File: src/rtl/timer_io_pkg.sv
// Shared register map, bit positions and reset constants for the timer_io block.
package timer_io_pkg;

   localparam logic [3:0] OFF_CTRL    = 4'h0;
   localparam logic [3:0] OFF_COUNT   = 4'h4;
   localparam logic [3:0] OFF_COMPARE = 4'h8;
   localparam logic [3:0] OFF_STATUS  = 4'hC;

   localparam int CTRL_EN         = 0;
   localparam int CTRL_IRQ_EN     = 1;
   localparam int CTRL_AUTORELOAD = 2;
   localparam int STATUS_MATCH    = 0;

   localparam logic [31:0] COMPARE_RST = 32'hFFFF_FFFF;

   // Word-aligned register offset; the low two byte-lane bits never select a register.
   function automatic logic [3:0] reg_off(input logic [3:0] addr);
      return {addr[3:2], 2'b00};
   endfunction

endpackage

File: src/rtl/tick_prescaler.sv
// Clock divider producing a one-cycle tick every DIV enabled cycles.
module tick_prescaler #(
   parameter int DIV = 1000
) (
   input  logic clk,
   input  logic reset,
   input  logic enable,
   input  logic clear,
   output logic tick
);

   localparam int              CW   = (DIV > 1) ? $clog2(DIV) : 1;
   localparam logic [CW-1:0]   LAST = CW'(DIV - 1);

   logic [CW-1:0] cnt_q, cnt_d;

   assign tick = enable & (cnt_q == LAST);

   always_comb begin
      cnt_d = cnt_q;
      if (clear)       cnt_d = '0;
      else if (enable) cnt_d = tick ? '0 : cnt_q + CW'(1);
   end

   always_ff @(posedge clk) begin
      if (!reset) cnt_q <= '0;
      else        cnt_q <= cnt_d;
   end

endmodule

File: src/rtl/timer_io.sv
// Memory-mapped up-counting timer with compare match and level interrupt.
// Optional auto-reload on match is enabled by defining TIMER_IO_AUTORELOAD_EN.
module timer_io
   import timer_io_pkg::*;
#(
   parameter int CLK_FREQ_HZ = 1000000,
   parameter int TICK_HZ     = 1000
) (
   input  logic        clk,
   input  logic        reset,
   input  logic        we,
   input  logic [3:0]  addr,
   input  logic [31:0] wdata,
   output logic [31:0] rdata,
   output logic        irq
);

   localparam int DIV = CLK_FREQ_HZ / TICK_HZ;

   if (DIV < 1 || DIV * TICK_HZ != CLK_FREQ_HZ) begin : g_div_check
      $error("timer_io: CLK_FREQ_HZ/TICK_HZ must be an integer >= 1");
   end

   logic        ctrl_en_q, ctrl_en_d;
   logic        ctrl_irq_en_q, ctrl_irq_en_d;
   logic        ctrl_ar_q, ctrl_ar_d;
   logic [31:0] count_q, count_d;
   logic [31:0] compare_q, compare_d;
   logic        match_q, match_d;

   logic wr_ctrl, wr_count, wr_compare, wr_status;
   logic tick, presc_clear, match_evt;
   logic unused_addr;

   assign unused_addr = ^addr[1:0];

   assign wr_ctrl    = we && (reg_off(addr) == OFF_CTRL);
   assign wr_count   = we && (reg_off(addr) == OFF_COUNT);
   assign wr_compare = we && (reg_off(addr) == OFF_COMPARE);
   assign wr_status  = we && (reg_off(addr) == OFF_STATUS);

   // Only an EN 0->1 transition restarts the prescaler phase.
   assign presc_clear = wr_ctrl & wdata[CTRL_EN] & ~ctrl_en_q;

   tick_prescaler #(.DIV(DIV)) u_presc (
      .clk    (clk),
      .reset  (reset),
      .enable (ctrl_en_q),
      .clear  (presc_clear),
      .tick   (tick)
   );

   // A software COUNT load on the tick edge overrides both the increment and the match.
   assign match_evt = tick & ~wr_count & ((count_q + 32'd1) == compare_q);

   always_comb begin
      ctrl_en_d     = ctrl_en_q;
      ctrl_irq_en_d = ctrl_irq_en_q;
      ctrl_ar_d     = ctrl_ar_q;
      count_d       = count_q;
      compare_d     = compare_q;
      match_d       = match_q;

      if (wr_ctrl) begin
         ctrl_en_d     = wdata[CTRL_EN];
         ctrl_irq_en_d = wdata[CTRL_IRQ_EN];
`ifdef TIMER_IO_AUTORELOAD_EN
         ctrl_ar_d     = wdata[CTRL_AUTORELOAD];
`else
         ctrl_ar_d     = 1'b0;
`endif
      end

      if (wr_count)  count_d = wdata;
      else if (tick) count_d = (match_evt && ctrl_ar_q) ? 32'd0 : count_q + 32'd1;

      if (wr_compare) compare_d = wdata;

      if (match_evt)                            match_d = 1'b1;
      else if (wr_status && wdata[STATUS_MATCH]) match_d = 1'b0;
   end

   always_ff @(posedge clk) begin
      if (!reset) begin
         ctrl_en_q     <= 1'b0;
         ctrl_irq_en_q <= 1'b0;
         ctrl_ar_q     <= 1'b0;
         count_q       <= 32'd0;
         compare_q     <= COMPARE_RST;
         match_q       <= 1'b0;
      end else begin
         ctrl_en_q     <= ctrl_en_d;
         ctrl_irq_en_q <= ctrl_irq_en_d;
         ctrl_ar_q     <= ctrl_ar_d;
         count_q       <= count_d;
         compare_q     <= compare_d;
         match_q       <= match_d;
      end
   end

   always_comb begin
      rdata = 32'd0;
      case (reg_off(addr))
         OFF_CTRL: begin
            rdata[CTRL_EN]         = ctrl_en_q;
            rdata[CTRL_IRQ_EN]     = ctrl_irq_en_q;
            rdata[CTRL_AUTORELOAD] = ctrl_ar_q;
         end
         OFF_COUNT:   rdata = count_q;
         OFF_COMPARE: rdata = compare_q;
         OFF_STATUS:  rdata[STATUS_MATCH] = match_q;
         default:     rdata = 32'd0;
      endcase
   end

   assign irq = match_q & ctrl_irq_en_q;

endmodule

File: config.mk
export PLATFORM = sky130hd
export DESIGN_NAME = timer_io
export DESIGN_NICKNAME = d
export VERILOG_FILES = /design/src/rtl/timer_io_pkg.sv /design/src/rtl/tick_prescaler.sv /design/src/rtl/timer_io.sv
export SDC_FILE = /design/constraint.sdc
export NUM_CORES = 1
export LEC_CHECK = 0
export ABC_AREA = 1
export BUFFER_PORTS_ARGS = -buffer_cell sky130_fd_sc_hd__buf_2
export CAP_MARGIN = 25
export CORE_MARGIN = 8
export CORE_UTILIZATION = 65
export CTS_BUF_LIST = sky130_fd_sc_hd__clkbuf_4
export CTS_CLUSTER_SIZE = 28
export DETAILED_ROUTE_END_ITERATION = 7
export GPL_TIMING_DRIVEN = 0
export PLACE_DENSITY = 0.88
export SYNTH_ARGS = -nofsm -noshare
export SYNTH_HDL_FRONTEND = slang
export SYNTH_SLANG_ARGS = --single-unit
File: constraint.sdc
create_clock -name clk -period 5.1 [get_ports clk]
set_clock_uncertainty 0.1 [all_clocks]
set_input_delay 0.51 -clock clk [delete_from_list [all_inputs] [get_ports clk]]
set_output_delay 0.51 -clock clk [all_outputs]
set_load 0.01 [all_outputs]
# After elaboration in Yosys (flattened, before gate mapping)

Cells that the tools add are included.

Register bits: 77
Latch bits: 0
Bits in writable memories: 0
Memory bits (read-only): 0
Input port bits: 39
Output and inout bits: 33
Word-level logic and storage cells: 39
Memories: 0

Add/subtract/negate cells: 2
$mul: 0
Divide/modulo/power cells: 0
Order comparisons: 0
Eq/ne operators: 5
Shifts and indexed selects: 0
Muxes and demuxes: 8
Bitwise operators: 9
Reduce and logical (&&, ||, !) cells: 9

Operators by type and width:

| kind                  | count |
|---|---|
| $mux 32               | 2 |
| $pmux 29 s2           | 1 |
| $add 32x1->32 const B | 1 |
| $eq 32x32->1          | 1 |
| $add 10x1->10 const B | 1 |
| $eq 10x10->1 const B  | 1 |
| $mux 10               | 1 |
| $and 1x1->1           | 6 |
| $pmux 2 s3            | 1 |
| $logic_and 1x1->1     | 5 |
| $eq 2x2->1 const B    | 2 |
| $pmux 1 s4            | 1 |
| $reduce_bool 2->1     | 2 |
| $not 1->1             | 3 |
| $eq 2x1->1 const B    | 1 |
| $logic_not 2->1       | 1 |
| $mux 1                | 2 |
| $reduce_or 2->1       | 1 |

# Depth between registers and ports, before layout

Gate-level depths: netlist of the first run.

Depth in word-level cells: 6
Gate-level depth with buffers: 15

# By module

From an unflattened synthesis of the first run, not the netlist that was laid out.

Cell total of the unflattened synthesis: 929
Area, all modules: 5,440.2 um^2

By module, submodules not included:

| module         | instances | cells each | area each (um^2) | sequential area each (um^2) |
|---|---|---|---|---|
| timer_io       | 1         | 861        | 4,918.5          | 1,341.3 |
| tick_prescaler | 1         | 68         | 521.8            | 200.2 |

# Least setup slack after synthesis of the first run

No wires, ideal clock.

Path kind: input -> output
Start point: input addr[2]
End point: output rdata[13]
Data arrival time: 1.565 ns
Required time: 4.490 ns
Setup slack: 2.925 ns
Stages on the path: 6
Buffers on the path: 2
Cell sequence: inv_1 ha_1 inv_1 clkbuf_1 clkbuf_1 a21oi_1

Cells in the longest elaborated chain, start to end: 2

RTL lines:

| what                                            | RTL line        | text |
|---|---|---|
| start: declaration                              | timer_io.sv:12  | `input logic [3:0] addr,` |
| $eq 2x2->1 / $eq 2x1->1 (equally long branches) | timer_io.sv:103 | `case (reg_off(addr))` |
| $pmux 29 s2 *                                   | timer_io.sv:103 |  |
| end: declaration                                | timer_io.sv:14  | `output logic [31:0] rdata,` |

Mark *: on every way between the ends. The rest lies on a longest branch, timed or not.

# Final worst setup path of the first run

Start point: input addr[2]
End point: output rdata[17]

The elaborated chain is that of the path after synthesis.

==> results of run 1 <==
## metrics by stage
| step | hold slack (ns) | cell area (µm²) |
|---|---|---|
| 5_1_grt | 0.175 | 6010 |
| 2_1_floorplan | 0.368 | 5410 |
| 6_report | 0.177 | 6010 |
| 3_5_place_dp | 0.386 | 5880 |
| 3_3_place_gp | 0.387 | 5880 |
| 4_1_cts | 0.167 | 6010 |
## state kept, by name, indices dropped and copies added, names as in the netlist
| register | cells |
|---|---|
| match_q | 1 |
| count_q | 32 |
| ctrl_irq_en_q | 1 |
| u_presc.cnt_q | 10 |
| compare_q | 32 |
| ctrl_en_q | 1 |
## critical path, stage by stage
cell and delay (ns):
buf_2 0.11, inv_1 0.07, ha_1 0.29, inv_1 0.07, clkbuf_1 0.64, clkbuf_1 0.72, a21oi_1 0.16, buf_2 0.20
## synth_stat cells, types with 8 or more instances
cell type / n / share of area (%)
a21oi_1: 45 / 4.2
inv_1: 89 / 6.2
nand3_1: 71 / 6.6
nand2_2: 8 / 0.92
a31oi_1: 22 / 2.5
nand3b_1: 12 / 1.7
o22ai_1: 15 / 1.7
clkbuf_1: 27 / 1.9
nand2_1: 346 / 24
dfxtp_1: 77 / 28
ha_1: 8 / 1.8
nor2_1: 84 / 5.8
o211ai_1: 24 / 3.3
## worst paths after layout
path	from	endpoint	slack (ns)	depth (start not counted)
max	addr[2]	rdata[17]	1.71	8
min	wdata[28]	compare_q[28]$_SDFFE_PN1P_	0.18	3
max reg2reg	count_q[8]$_SDFFE_PN0P_	match_q$_SDFFE_PN0P_	2.49	14
min reg2reg	match_q$_SDFFE_PN0P_	match_q$_SDFFE_PN0P_	0.41	2
## cell families (layout without fill, tap and decap cells)
logic type / after synthesis / in the layout / share of synthesized area [%]
AOI/OAI and AO/OA: 123 / 123 / 13.9
DFF: 77 / 77 / 28.5
buffers and inverters: 126 / 209 / 8.81
adders and majority gates: 8 / 8 / 1.85
and+or+nand+nor: 555 / 555 / 45.0
xor gates and xnor gates: 10 / 10 / 1.87
## area by class of cell
type                            instances  area, µm²  share of cell area [%]
Buffer                                 32        124                    2.06
Tap cell                              105        131                    2.19
Clock inverter                          5       52.6                   0.874
Timing Repair Buffer                   68        340                    5.66
Sequential cell                        77       1540                    25.6
Multi-Input combinational cell        696       3390                    56.5
Clock buffer                           10       75.1                    1.25
Inverter                               94        353                    5.87
## power by group through the flow
stage          sequential (mW)  combinational, mW  clock, mW
6_report                 0.652              0.211      0.373
5_1_grt                  0.655              0.229      0.394
4_1_cts                  0.650              0.205      0.372
3_5_place_dp             0.664              0.203          0
3_3_place_gp             0.663              0.201          0
2_1_floorplan            0.656              0.128          0
## layout by cell type, fill, tap and decap left out, drive strengths merged, types with 4 or more instances in the layout
master / netlist / final
a21oi: 46 / 46
a31oi: 22 / 22
buf: 5 / 73
clkbuf: 27 / 37
clkinv: 3 / 5
dfxtp: 77 / 77
ha: 8 / 8
inv: 91 / 91
nand2: 359 / 359
nand3: 74 / 74
nand3b: 12 / 12
nor2: 100 / 100
nor3: 7 / 7
o211ai: 24 / 24
o21ai: 6 / 6
o22ai: 15 / 15
xnor2: 4 / 4
xor2: 5 / 5
## metal layers
layer | part of all wire, % | track usage (%) | routed length (µm) | up-vias
li1 | - | - | - | 3059
met1 | 40 | 40.7 | 7240 | 2799
met2 | 43 | 49.3 | 7820 | 391
met3 | 12 | 6.96 | 2260 | 77
met4 | 4.8 | 18.4 | 882 | 0
met5 | 0 | 0 | 0 | -
==> run metrics, run 1 <==
DR vias 6326; Gate power share 17.1%; Sw Pwr 390 µW; max-cap viol count 0; post-synthesis async set-or-reset flop share 0%; Ys Warns 0; utilization after layout 73.9%; Detail Placement HPWL 13500 µm; DIE AREA 11500 µm²; CP Max Fanout 10; Final Critical Period 3.39 ns; TritonCTS clock tree done; Req. time, crit path 4.49 ns; TritonCTS Buffers 9; Flop pwr share 52.8%; Critical Path End Type output pin; gpl congestion 0.994; clk_lat worst skew 0.44 ns; sum of negative setup slack 0 ns; Rel. slew slack 40.5%; synthesis-to-layout area growth 11.1%; FMAX 0.295 GHz; RSZ-0062 raised after global routing false; vias per cell 5.82; Clock Path Buffers 2; worst setup margin 1.71 ns; hold buffer count at CTS 0; root buf cell clkbuf_4; # H-tree levels 3; Hold Fails Final Rpt 0; Pre-antenna DRT Iters 6; Initial Util 66.5%; Tot GR Track Use 32.1%; post-cts repair resize count 0; Cell Count Post-Placement 1072; register area share after synthesis 28.5%; number of enable flip-flop cells after synthesis 0; Clock Sink Count 77; first-pass GRT wire length 29100 µm; CORE AREA 8130 µm²; Internal 845 µW; sw frac 31.6%; Port Buf Inserts 68; Final setup viols 0; Pleak 2.76 nW; fillers 750; Layout Nets 1025; Die H 107 µm; PD cells 206 nW/µm²; CP startpoint kind input pin; post-route ant nets 0; gr ovfl total 0; Clock transition at path regs 0.13 ns; Synth Register Bits 77; vias in the first global route 5910; share of layout cells above drive strength 1 12.2%; Die Wd 107 µm; Layout Cells excl Fill 1087; status complete, no violations; I/O pin count 72; syn nets 946; Main synth FF type dfxtp_1; WL final 18200 µm; Hold Crit Class in2reg; max-slew violation count 0; DR iter-0 viols 552; Overall Power 1.24 mW; # diodes 0; pre-CTS setup slack 1.90 ns; largest vdd supply drop 138 µV; DRC 0; period utilization 66.5%; Worst-Margin Slew 0.892 ns; initial antenna violation count 0; largest net degree at the start of global routing 13; cells after synthesis 899; post-synth cell types 39; Setup Crit Path Kind in2out; Syn Area/Cell 6.02 µm²; Post-Syn Area 5410 µm²; clock share of power 30.2%; critical path data arrival time 2.78 ns; Setup Fix Bufs, Post-CTS 0; row count 33; DR WL/cell 16.7 µm
No activity file was read; power rests on OpenSTA's default activity.
==> run 2, diff against run 1 <==
Settings changed: CORE_UTILIZATION 65 to 60, PLACE_DENSITY 0.88 to 0.83.
Clock period 5.1 ns to 3.49 ns, I/O delays scaled along.
==> run metrics, run 2 (synthesized netlist as in run 1, its figures left out) <==
root buf cell clkbuf_4; Worst-Margin Slew 0.925 ns (+0.0328 ns); hold buffer count at CTS 0 (unchanged); vias in the first global route 5689 (-3.7%); # diodes 0 (unchanged); RR Endpoint match_q$_SDFFE_PN0P_; critical path data arrival time 2.54 ns (-0.24 ns); sum of negative setup slack 0 ns (unchanged); largest net degree at the start of global routing 14 (+1); Clock transition at path regs 0.13 ns (about the same); Pre-antenna DRT Iters 6 (unchanged); Detail Placement HPWL 13500 µm (+0.39%); vias per cell 5.79 (-0.59%); share of layout cells above drive strength 1 12.2% (-0.012 points); biggest regs compare_q: 32 flops, count_q: 32 flops, u_presc.cnt_q: 10 flops; Layout Nets 1025 (unchanged); period utilization 85.6%; Initial Util 62.1% (-4.5 points); slowest stage cell, crit path clkbuf_1; DRC 0 (unchanged); post-route ant nets 0 (unchanged); CP delay by family, top buffers and inverters; Rel. slew slack 38.3% (-2.2 points); max-slew violation count 0 (unchanged); Tot GR Track Use 28.9% (-3.2 points); WP buf/inv 6 (unchanged); largest vdd supply drop 258 µV (+86%); gr ovfl total 0 (unchanged); WL final 18200 µm (about the same); Setup Fix Bufs, Post-CTS 0 (unchanged); most frequent cells in the layout 346 x nand2_1, 89 x inv_1, 84 x nor2_1, 77 x dfxtp_1; FMAX 0.335 GHz; Critical Path End Type output pin; RSZ-0062 raised after global routing false; gpl congestion 0.953 (-4.2%); DR iter-0 viols 703 (+27%); FF-to-FF Start count_q[0]$_SDFFE_PN0P_; Hold Fails Final Rpt 0 (unchanged); critical-path cell list buf_2 > inv_1 > ha_1 > inv_1 > clkbuf_1 > clkbuf_1 > a21oi_1 > buf_2; PD cells 302 nW/µm² (+47%); DIE AREA 12300 µm² (+7.1%); Overall Power 1.82 mW (+47%); worst hold path depth 3 (unchanged); initial antenna violation count 0 (unchanged); first-pass GRT wire length 28900 µm (-0.74%); Die H 111 µm (+3.5%); CP startpoint kind input pin; DR vias 6312 (-0.22%); Pleak 2.77 nW (about the same); TritonCTS Buffers 9 (unchanged); row count 34 (+3.0%); stages on the worst setup path 8 (unchanged); Final setup viols 0 (unchanged); Clock Path Buffers 2 (unchanged); synthesis-to-layout area growth 11.2%; max-cap viol count 0 (unchanged); min-delay src wdata[29]; clk_lat worst skew 0.45 ns (about the same); DR WL/cell 16.7 µm (-0.46%); crit-path max cell delay 0.72 ns (about the same); Worst R2R Setup Slack 0.85 ns (-1.64 ns); Setup Crit Path Kind in2out; CP Max Fanout 10 (unchanged); Die Wd 111 µm (+3.5%); post-cts repair resize count 0 (unchanged); Final Critical Period 2.99 ns; Hold EP compare_q[29]$_SDFFE_PN1P_; TritonCTS clock tree done; Req. time, crit path 3.04 ns (-1.45 ns); most common cell after layout, fill and taps aside nand2_1; # H-tree levels 3 (unchanged); status complete, no violations; Hold Crit Class in2reg; Clock Sink Count 77 (unchanged); I/O pin count 72 (unchanged); cells on worst reg2reg path 13 (-1); CORE AREA 8720 µm² (+7.2%); Port Buf Inserts 68 (unchanged)
==> run 2: cell types whose count changed in the layout (fill, tap and decap cells not counted) <==
cell | previous run | this run
clkbuf_4 | 10 | 9
clkinv_1 | 5 | 6
inv_6 | 0 | 1
==> run 2: metrics by stage <==
stage	setup WS (ns)	std cells	hold slack (ns)	area [µm²]	util, %
5_1_grt	0.454	1091	0.0180	6020	69.0
2_1_floorplan	1.51	899	0.362	5410	-
3_5_place_dp	0.602	1075	0.390	5890	67.5
3_3_place_gp	0.568	1075	0.387	5890	67.5
6_report	0.503	1091	0.00833	6020	69.0
4_1_cts	0.619	1091	0.00933	6020	69.0
==> run 2: cell type report <==
class / instances / area [µm²]
inverter: 94 / 353
fill: 824 / 2700
tap: 108 / 135
timing repair buffer: 68 / 340
clock inverter: 7 / 65.1
multi-input combinational: 696 / 3390
clock buffer: 9 / 67.6
sequential: 77 / 1540
buffer: 32 / 124
==> run 2: how the worst max path moves through the flow <==
stage | end | slack [ns] | start
floorplan | match_q$_SDFFE_PN0P_ | 1.51 | addr[3]
global placement | rdata[17] | 0.57 | addr[2]
detailed placement | rdata[17] | 0.60 | addr[2]
CTS | rdata[17] | 0.62 | addr[2]
global route | rdata[17] | 0.45 | addr[2]
finish | rdata[17] | 0.50 | addr[2]
==> run 2: power by group <==
group / switching (mW) / internal (mW)
clock: 0.346 / 0.214
sequential: 0.0399 / 0.912
combinational: 0.202 / 0.105
==> run 2: routing by layer <==
metal	part of all wire, %	track usage, %
met1	39	36.1
met2	44	45.5
met3	13	7.36
met4	4.1	12.9
met5	0	0
==> run 2: worst register-to-register path: stages (launching register included) <==
cell      delay, ns
dfxtp_1        0.48
ha_1           0.30
nand3_1        0.18
nor2_1         0.35
nand3_1        0.19
nand2_1        0.12
nand3b_1       0.08
nand2_1        0.09
nand2_1        0.06
nor2_1         0.15
nand2_1        0.09
nor2_2         0.08
nand3_1        0.16
a21oi_2        0.15
